`src/rtl/led_seq_pkg.sv`:
```
// Shared definitions for the slow LED pattern sequencers: sequencer state
// encoding, default address width, system clock rate and a helper that turns
// a desired step rate into a prescaler count.
package led_seq_pkg;

  typedef enum logic [1:0] {
    ST_WARM  = 2'd0,
    ST_RUN   = 2'd1,
    ST_PAUSE = 2'd2
  } seq_state_t;

  localparam int          ADDR_W_DEF = 12;
  localparam int unsigned CLK_HZ     = 200_000_000;

  // Clock cycles per step for a requested step rate in Hz; rates at or above
  // the clock rate (or zero) collapse to one step per cycle.
  function automatic int unsigned prescale_for(input int unsigned step_hz);
    int unsigned cyc;
    if (step_hz == 0 || step_hz >= CLK_HZ) cyc = 1;
    else                                    cyc = CLK_HZ / step_hz;
    return cyc;
  endfunction

endpackage

```
`src/rtl/led_seq_prescaler.sv`:
```
// Free-running divide-by-PRESCALE counter with count enable and synchronous
// clear. tc is high while the count sits on its last value, so the owner sees
// the wrap on the same edge the counter returns to zero.
module led_seq_prescaler #(
  parameter int unsigned PRESCALE = 50_000_000
) (
  input  logic clk,
  input  logic rst,
  input  logic en,
  input  logic clr,
  output logic tc
);

  localparam logic [31:0] TC_VAL = PRESCALE - 1;

  logic [31:0] count;

  assign tc = (count == TC_VAL);

  // Count 0..PRESCALE-1 while enabled; hold otherwise; clear wins over counting.
  // NOTE: sequential state uses non-blocking assignments so every register
  // samples pre-edge values, independent of process ordering.
  always_ff @(posedge clk or posedge rst) begin
    if (rst)      count <= '0;
    else if (clr) count <= '0;
    else if (en)  count <= tc ? '0 : count + 32'd1;
  end

endmodule

```
`src/rtl/led_pattern_addr_gen.sv`:
```
// Address sequencer for the LED pattern ROM (1-cycle read latency, output
// zero while disabled). Holds the ROM disabled for WARM_CYC cycles after
// reset, then walks the address up or down once per PRESCALE cycles, with
// pause/resume and a synchronous address load. upd marks the cycle the ROM
// output first reflects a new address.
// Optional feature: define LED_SEQ_STEP_EN to add the step input, which
// single-steps the address while paused.
module led_pattern_addr_gen
  import led_seq_pkg::*;
#(
  parameter int          ADDR_W     = ADDR_W_DEF,
  parameter int unsigned PRESCALE   = 50_000_000,
  parameter int          WARM_CYC   = 16,
  parameter int unsigned START_ADDR = 0
) (
  input  logic              clk,
  input  logic              rst,
  input  logic              run,
  input  logic              dir,
  input  logic              load,
  input  logic [ADDR_W-1:0] load_addr,
`ifdef LED_SEQ_STEP_EN
  input  logic              step,
`endif
  output logic [ADDR_W-1:0] addr,
  output logic              en,
  output logic              tick,
  output logic              upd
);

  localparam logic [7:0]        WARM_LAST = 8'(WARM_CYC - 1);
  localparam logic [ADDR_W-1:0] ADDR_RST  = ADDR_W'(START_ADDR);

  seq_state_t        state, state_nxt;
  logic [7:0]        wc;
  logic              pc_tc;
  logic              timed_step;
  logic              manual_step;
  logic              do_step;
  logic [ADDR_W-1:0] addr_nxt;
  logic              addr_chg_q;
  logic              warm_exit_q;

  // Step timer: advances only in RUN; a load restarts the step period.
  led_seq_prescaler #(
    .PRESCALE (PRESCALE)
  ) u_prescaler (
    .clk (clk),
    .rst (rst),
    .en  (state == ST_RUN),
    .clr (load),
    .tc  (pc_tc)
  );

  // Next-state logic: warm-up exit, then run/pause follows the run input.
  // NOTE: every output of a combinational block gets a default first, so no
  // path can leave it unassigned and infer a latch.
  always_comb begin
    state_nxt = state;
    unique case (state)
      ST_WARM:  if (wc == WARM_LAST) state_nxt = run ? ST_RUN : ST_PAUSE;
      ST_RUN:   if (!run)            state_nxt = ST_PAUSE;
      ST_PAUSE: if (run)             state_nxt = ST_RUN;
      default:                       state_nxt = ST_WARM;
    endcase
  end

  // Address update: load beats any step; a step moves one place per dir.
  always_comb begin
    timed_step = (state == ST_RUN) && pc_tc && !load;
`ifdef LED_SEQ_STEP_EN
    manual_step = (state == ST_PAUSE) && step && !load;
`else
    manual_step = 1'b0;
`endif
    do_step  = timed_step || manual_step;
    addr_nxt = addr;
    if (load)         addr_nxt = load_addr;
    else if (do_step) addr_nxt = dir ? addr - 1'b1 : addr + 1'b1;
  end

  // State register and warm-up counter.
  always_ff @(posedge clk or posedge rst) begin
    if (rst) begin
      state <= ST_WARM;
      wc    <= '0;
    end else begin
      state <= state_nxt;
      if (state == ST_WARM) wc <= wc + 8'd1;
    end
  end

  // Registered outputs; upd trails an address change (or warm-up exit) by one
  // cycle to line up with the ROM read latency, and only while enabled.
  always_ff @(posedge clk or posedge rst) begin
    if (rst) begin
      addr        <= ADDR_RST;
      en          <= 1'b0;
      tick        <= 1'b0;
      upd         <= 1'b0;
      addr_chg_q  <= 1'b0;
      warm_exit_q <= 1'b0;
    end else begin
      addr        <= addr_nxt;
      en          <= (state_nxt != ST_WARM);
      tick        <= timed_step;
      addr_chg_q  <= load || do_step;
      warm_exit_q <= (state == ST_WARM) && (state_nxt != ST_WARM);
      upd         <= en && (addr_chg_q || warm_exit_q);
    end
  end

endmodule
```
`config.mk`:
```
export PLATFORM = sky130hd
export DESIGN_NAME = led_pattern_addr_gen
export DESIGN_NICKNAME = d
export VERILOG_FILES = /design/src/rtl/led_seq_pkg.sv /design/src/rtl/led_seq_prescaler.sv /design/src/rtl/led_pattern_addr_gen.sv
export SDC_FILE = /design/constraint.sdc
export NUM_CORES = 1
export LEC_CHECK = 0
export CAP_MARGIN = 20
export CORE_MARGIN = 2
export CORE_UTILIZATION = 50
export DETAILED_ROUTE_END_ITERATION = 12
export PLACE_DENSITY_LB_ADDON = 0.05
export SLEW_MARGIN = 20
export SYNTH_ARGS = -nofsm -noshare
export SYNTH_HDL_FRONTEND = slang
export SYNTH_SLANG_ARGS = --single-unit
```
`constraint.sdc`:
```
create_clock -name clk -period 2.3 [get_ports clk]
set_input_delay 0.345 -clock clk [delete_from_list [all_inputs] [get_ports clk]]
set_output_delay 0.345 -clock clk [all_outputs]
set_load 0.03 [all_outputs]
```
==> flow_summary_export.csv <==
group,metric,value,unit
layout,n_antenna_cell,0,
route,drt_iter0_drc,147,
worst_setup_path,startpoint_type,"register",
pwr,switching_share,31.2,%
clock_tree,cts_buffers,9,
layout,layout-drive-gt1-share,13.5,%
sta,hold_viol_final,0,
pwr,peakVddDrop,0.652,mV
floorplan,ios,32,
yosys,ys_ff_latch,59,
worst_setup_path,path_max_fanout,20,
floorplan,start_util,52.0,%
status,outcome,"complete, no violations",
clock_tree,cts_sinks,59,
sta,min_period_over_period,95.3,%
grt,gr-usage-all-layers,22.3,%
floorplan,die_height,85.5,um
route,firstDrtPassIters,4,
floorplan,die_area,7310,um2
worst_setup_path,crit_arrival,2.47,ns
yosys,synth_cell_types,53,
layout,syn_to_final_growth,23.7,%
route,vias_per_cell,5.63,
route,ant_nets,0,
sta,fmax,456,MHz
pwr,clkPwrFrac,32.2,%
worst_setup_path,startpoint,"u_prescaler.count[27]",
route,vias,2724,
yosys,synthArstFlopShare,100,%
grt,antenna_found_initial,0,
job,drv_cap,0,
placement,gp_congestion,0.832,
sta,slew_headroom,72.3,%
worst_setup_path,end_kind,"register",
yosys,avgSynthCellArea,9.60,um2
pwr,leakagePower,1.82,nW
yosys,synth-edff-count,0,
worst_setup_path,required,2.57,ns
sta,min_period,2.19,ns
grt,grt_pass1_wl,12.9,mm
worst_setup_path,r2r-start,"u_prescaler.count[27]",
route,wl_per_cell,15.5,um
layout,postLayoutCoreUtil,64.3,%
sta,slew_violations,0,
route,drc_errors,0,
placement,dp_hpwl,5.12,mm
pwr,internal_power,2.19,mW
yosys,ys_warn_count,0,
worst_setup_path,path_class,"reg2reg",
clock_tree,htree_levels,3,
yosys,ys.flop_type,"dfrtp_1",
sta,setup_viol,0,
hold_path,hp-class,"in2async",
sta,fin_worst_skew,0.00757,ns
grt,grt_pass1_vias,2735,
layout,final_nets,432,
yosys,syn_nets,376,
pwr,power.switching,992,uW
clock_tree,clock-root-buffer,"clkbuf_8",
clock_tree,clock_latency,0.33,ns
route,wl,7.48,mm
clock_tree,cts_setup_buffers,0,
yosys,seq_area_frac_synth,44.5,%
floorplan,coreArea,6390,um2
clock_tree,path_clk_slew,0.07,ns
yosys,syn-cell-area,3320,um2
placement,portBuffers,31,
grt,grt_start_max_net_pins,60,
sta,worstMarginPinSlew,0.413,ns
yosys,syn_inst,346,
clock_tree,cts_tree,"built",
pwr,p_per_area,774,nW/um2
pwr,combPwrFrac,26.6,%
clock_tree,max-clock-path-buffers,2,
floorplan,die_width,85.5,um
grt,overflow,0,
floorplan,row_count,29,
pwr,pwr-share-seq,41.1,%
pwr,report.power.total,3.18,mW
## registers in the layout, indices dropped and copies added, names as in the netlist
signal and count:
state 2, warm_exit_q 1, addr_chg_q 1, addr 12
u_prescaler.count 32, wc 8, en 1, tick 1
upd 1
## stage by stage
stage / setup TNS (ns) / area [um2] / std cells / worst slack [ns] / hold WS, ns
2_1_floorplan: 0 / 3320 / 346 / 0.121 / 0.411
5_1_grt: -0.0333 / 4110 / 484 / -0.0333 / 0.430
6_report: 0 / 4110 / 484 / 0.107 / 0.390
3_3_place_gp: -1.17 / 3880 / 468 / -0.275 / 0.444
4_1_cts: 0 / 4090 / 484 / 0.0855 / 0.397
3_5_place_dp: -1.54 / 3880 / 468 / -0.374 / 0.437
## layout make-up
class | instances | area, um2
fillers | 543 | 2280
multi-input cells | 271 | 1790
flip-flops and latches | 59 | 1480
repair buffers | 56 | 522
clock buffers | 11 | 131
well taps | 77 | 96.3
clock inverters | 5 | 77.6
inverters | 5 | 18.8
## layer usage
| layer | vias up | part of all wire [%] | global-route usage [%] |
|---|---|---|---|
| met2 | 40 | 47 | 35.2 |
| li1 | 1365 | - | - |
| met1 | 1314 | 49 | 30.9 |
| met5 | - | 0 | 0 |
| met4 | 0 | 0.74 | 8.37 |
| met3 | 5 | 2.9 | 3.85 |
## worst paths after layout
check,to,slack [ns],cells after the start
max,addr[11],0.11,7
min,tick,0.39,3
max reg2reg,addr[11],0.11,7
min reg2reg,upd,0.47,1
max in group asynchronous,u_prescaler.count[1],1.64,3
min in group clk,upd,0.47,1
## placed cells by master (no fill, tap or decap), types with 2 or more instances in the layout
cell and n:
o31ai_1 5, nor2_1 35, and4_1 5, xor2_1 20, a21o_1 5, nor4_4 2
a21oi_1 23, and3_1 5, nor3_1 9, nor4_1 3, clkbuf_1 2, clkdlybuf4s50_1 30
o211ai_1 3, nor4b_1 2, xnor2_1 12, and2_1 5, a31oi_1 2, nor2b_1 5
buf_4 23, nand2_1 26, o21a_1 7, nand4_2 2, bufinv_16 2, nor3b_1 2
clkbuf_8 9, dfrtp_1 59, or4_1 2, nand3_1 20, buf_12 2, ha_1 11
mux2i_1 2, nand4_1 9, o21ai_0 24, a211oi_1 3, clkinv_2 2, inv_1 3
## what timing repair did
action,CTS,global route
resized for setup,2,4
hold buffers,0,0
setup endpoints to repair,1,3
## synthesized netlist by cell type (2+ instances only)
cell | instances | area share, %
a211oi_1 | 3 | 0.68
nor3_1 | 9 | 1.4
mux2i_1 | 2 | 0.60
o31ai_1 | 5 | 1.1
nand3_1 | 20 | 3.0
buf_2 | 6 | 0.90
nand4_1 | 9 | 1.7
o211ai_1 | 3 | 0.68
nor2_1 | 36 | 4.1
nand2_1 | 26 | 2.9
clkbuf_1 | 3 | 0.34
dfrtp_1 | 59 | 44
a21oi_1 | 23 | 3.5
xor2_1 | 20 | 5.3
nor4_1 | 4 | 0.75
a31oi_1 | 2 | 0.38
a21o_1 | 5 | 1.1
nand4_2 | 2 | 0.75
or4_1 | 2 | 0.45
o21ai_0 | 24 | 3.6
xnor2_1 | 12 | 3.2
nor4b_1 | 2 | 0.53
ha_1 | 12 | 4.5
o21a_1 | 7 | 1.6
nor3b_1 | 2 | 0.45
nor4_4 | 2 | 1.3
nor2b_1 | 5 | 0.94
and3_1 | 5 | 0.94
inv_1 | 4 | 0.45
and4_1 | 5 | 1.3
and2_1 | 5 | 0.94
## power by group through the flow
stage | clock (mW) | combinational [mW] | sequential (mW)
after floorplan | 0 | 0.497 | 1.37
after CTS | 1.05 | 0.852 | 1.31
final | 1.02 | 0.848 | 1.31
after global routing | 1.10 | 0.945 | 1.33
after global placement | 0 | 0.833 | 1.33
after detailed placement | 0 | 0.842 | 1.33
## kinds of logic after synthesis
| logic type | count (synthesis) | share of synthesized area (%) |
|---|---|---|
| xor+xnor | 32 | 8.44 |
| flops | 59 | 44.5 |
| mux | 3 | 0.942 |
| compound gates | 80 | 14.7 |
| fa+ha+maj | 13 | 5.12 |
| buf+inv | 16 | 2.26 |
| simple gates | 143 | 24.1 |
## worst max-delay path, cell delays in order, from the launching register on
cell      delay [ns]
dfrtp_1         0.46
nor4_2          0.37
and4_1          0.29
nand4_1         0.11
buf_4           0.24
or4_1           0.41
a21oi_1         0.14
nand3b_1        0.11
No activity file was read; power rests on OpenSTA's default activity.
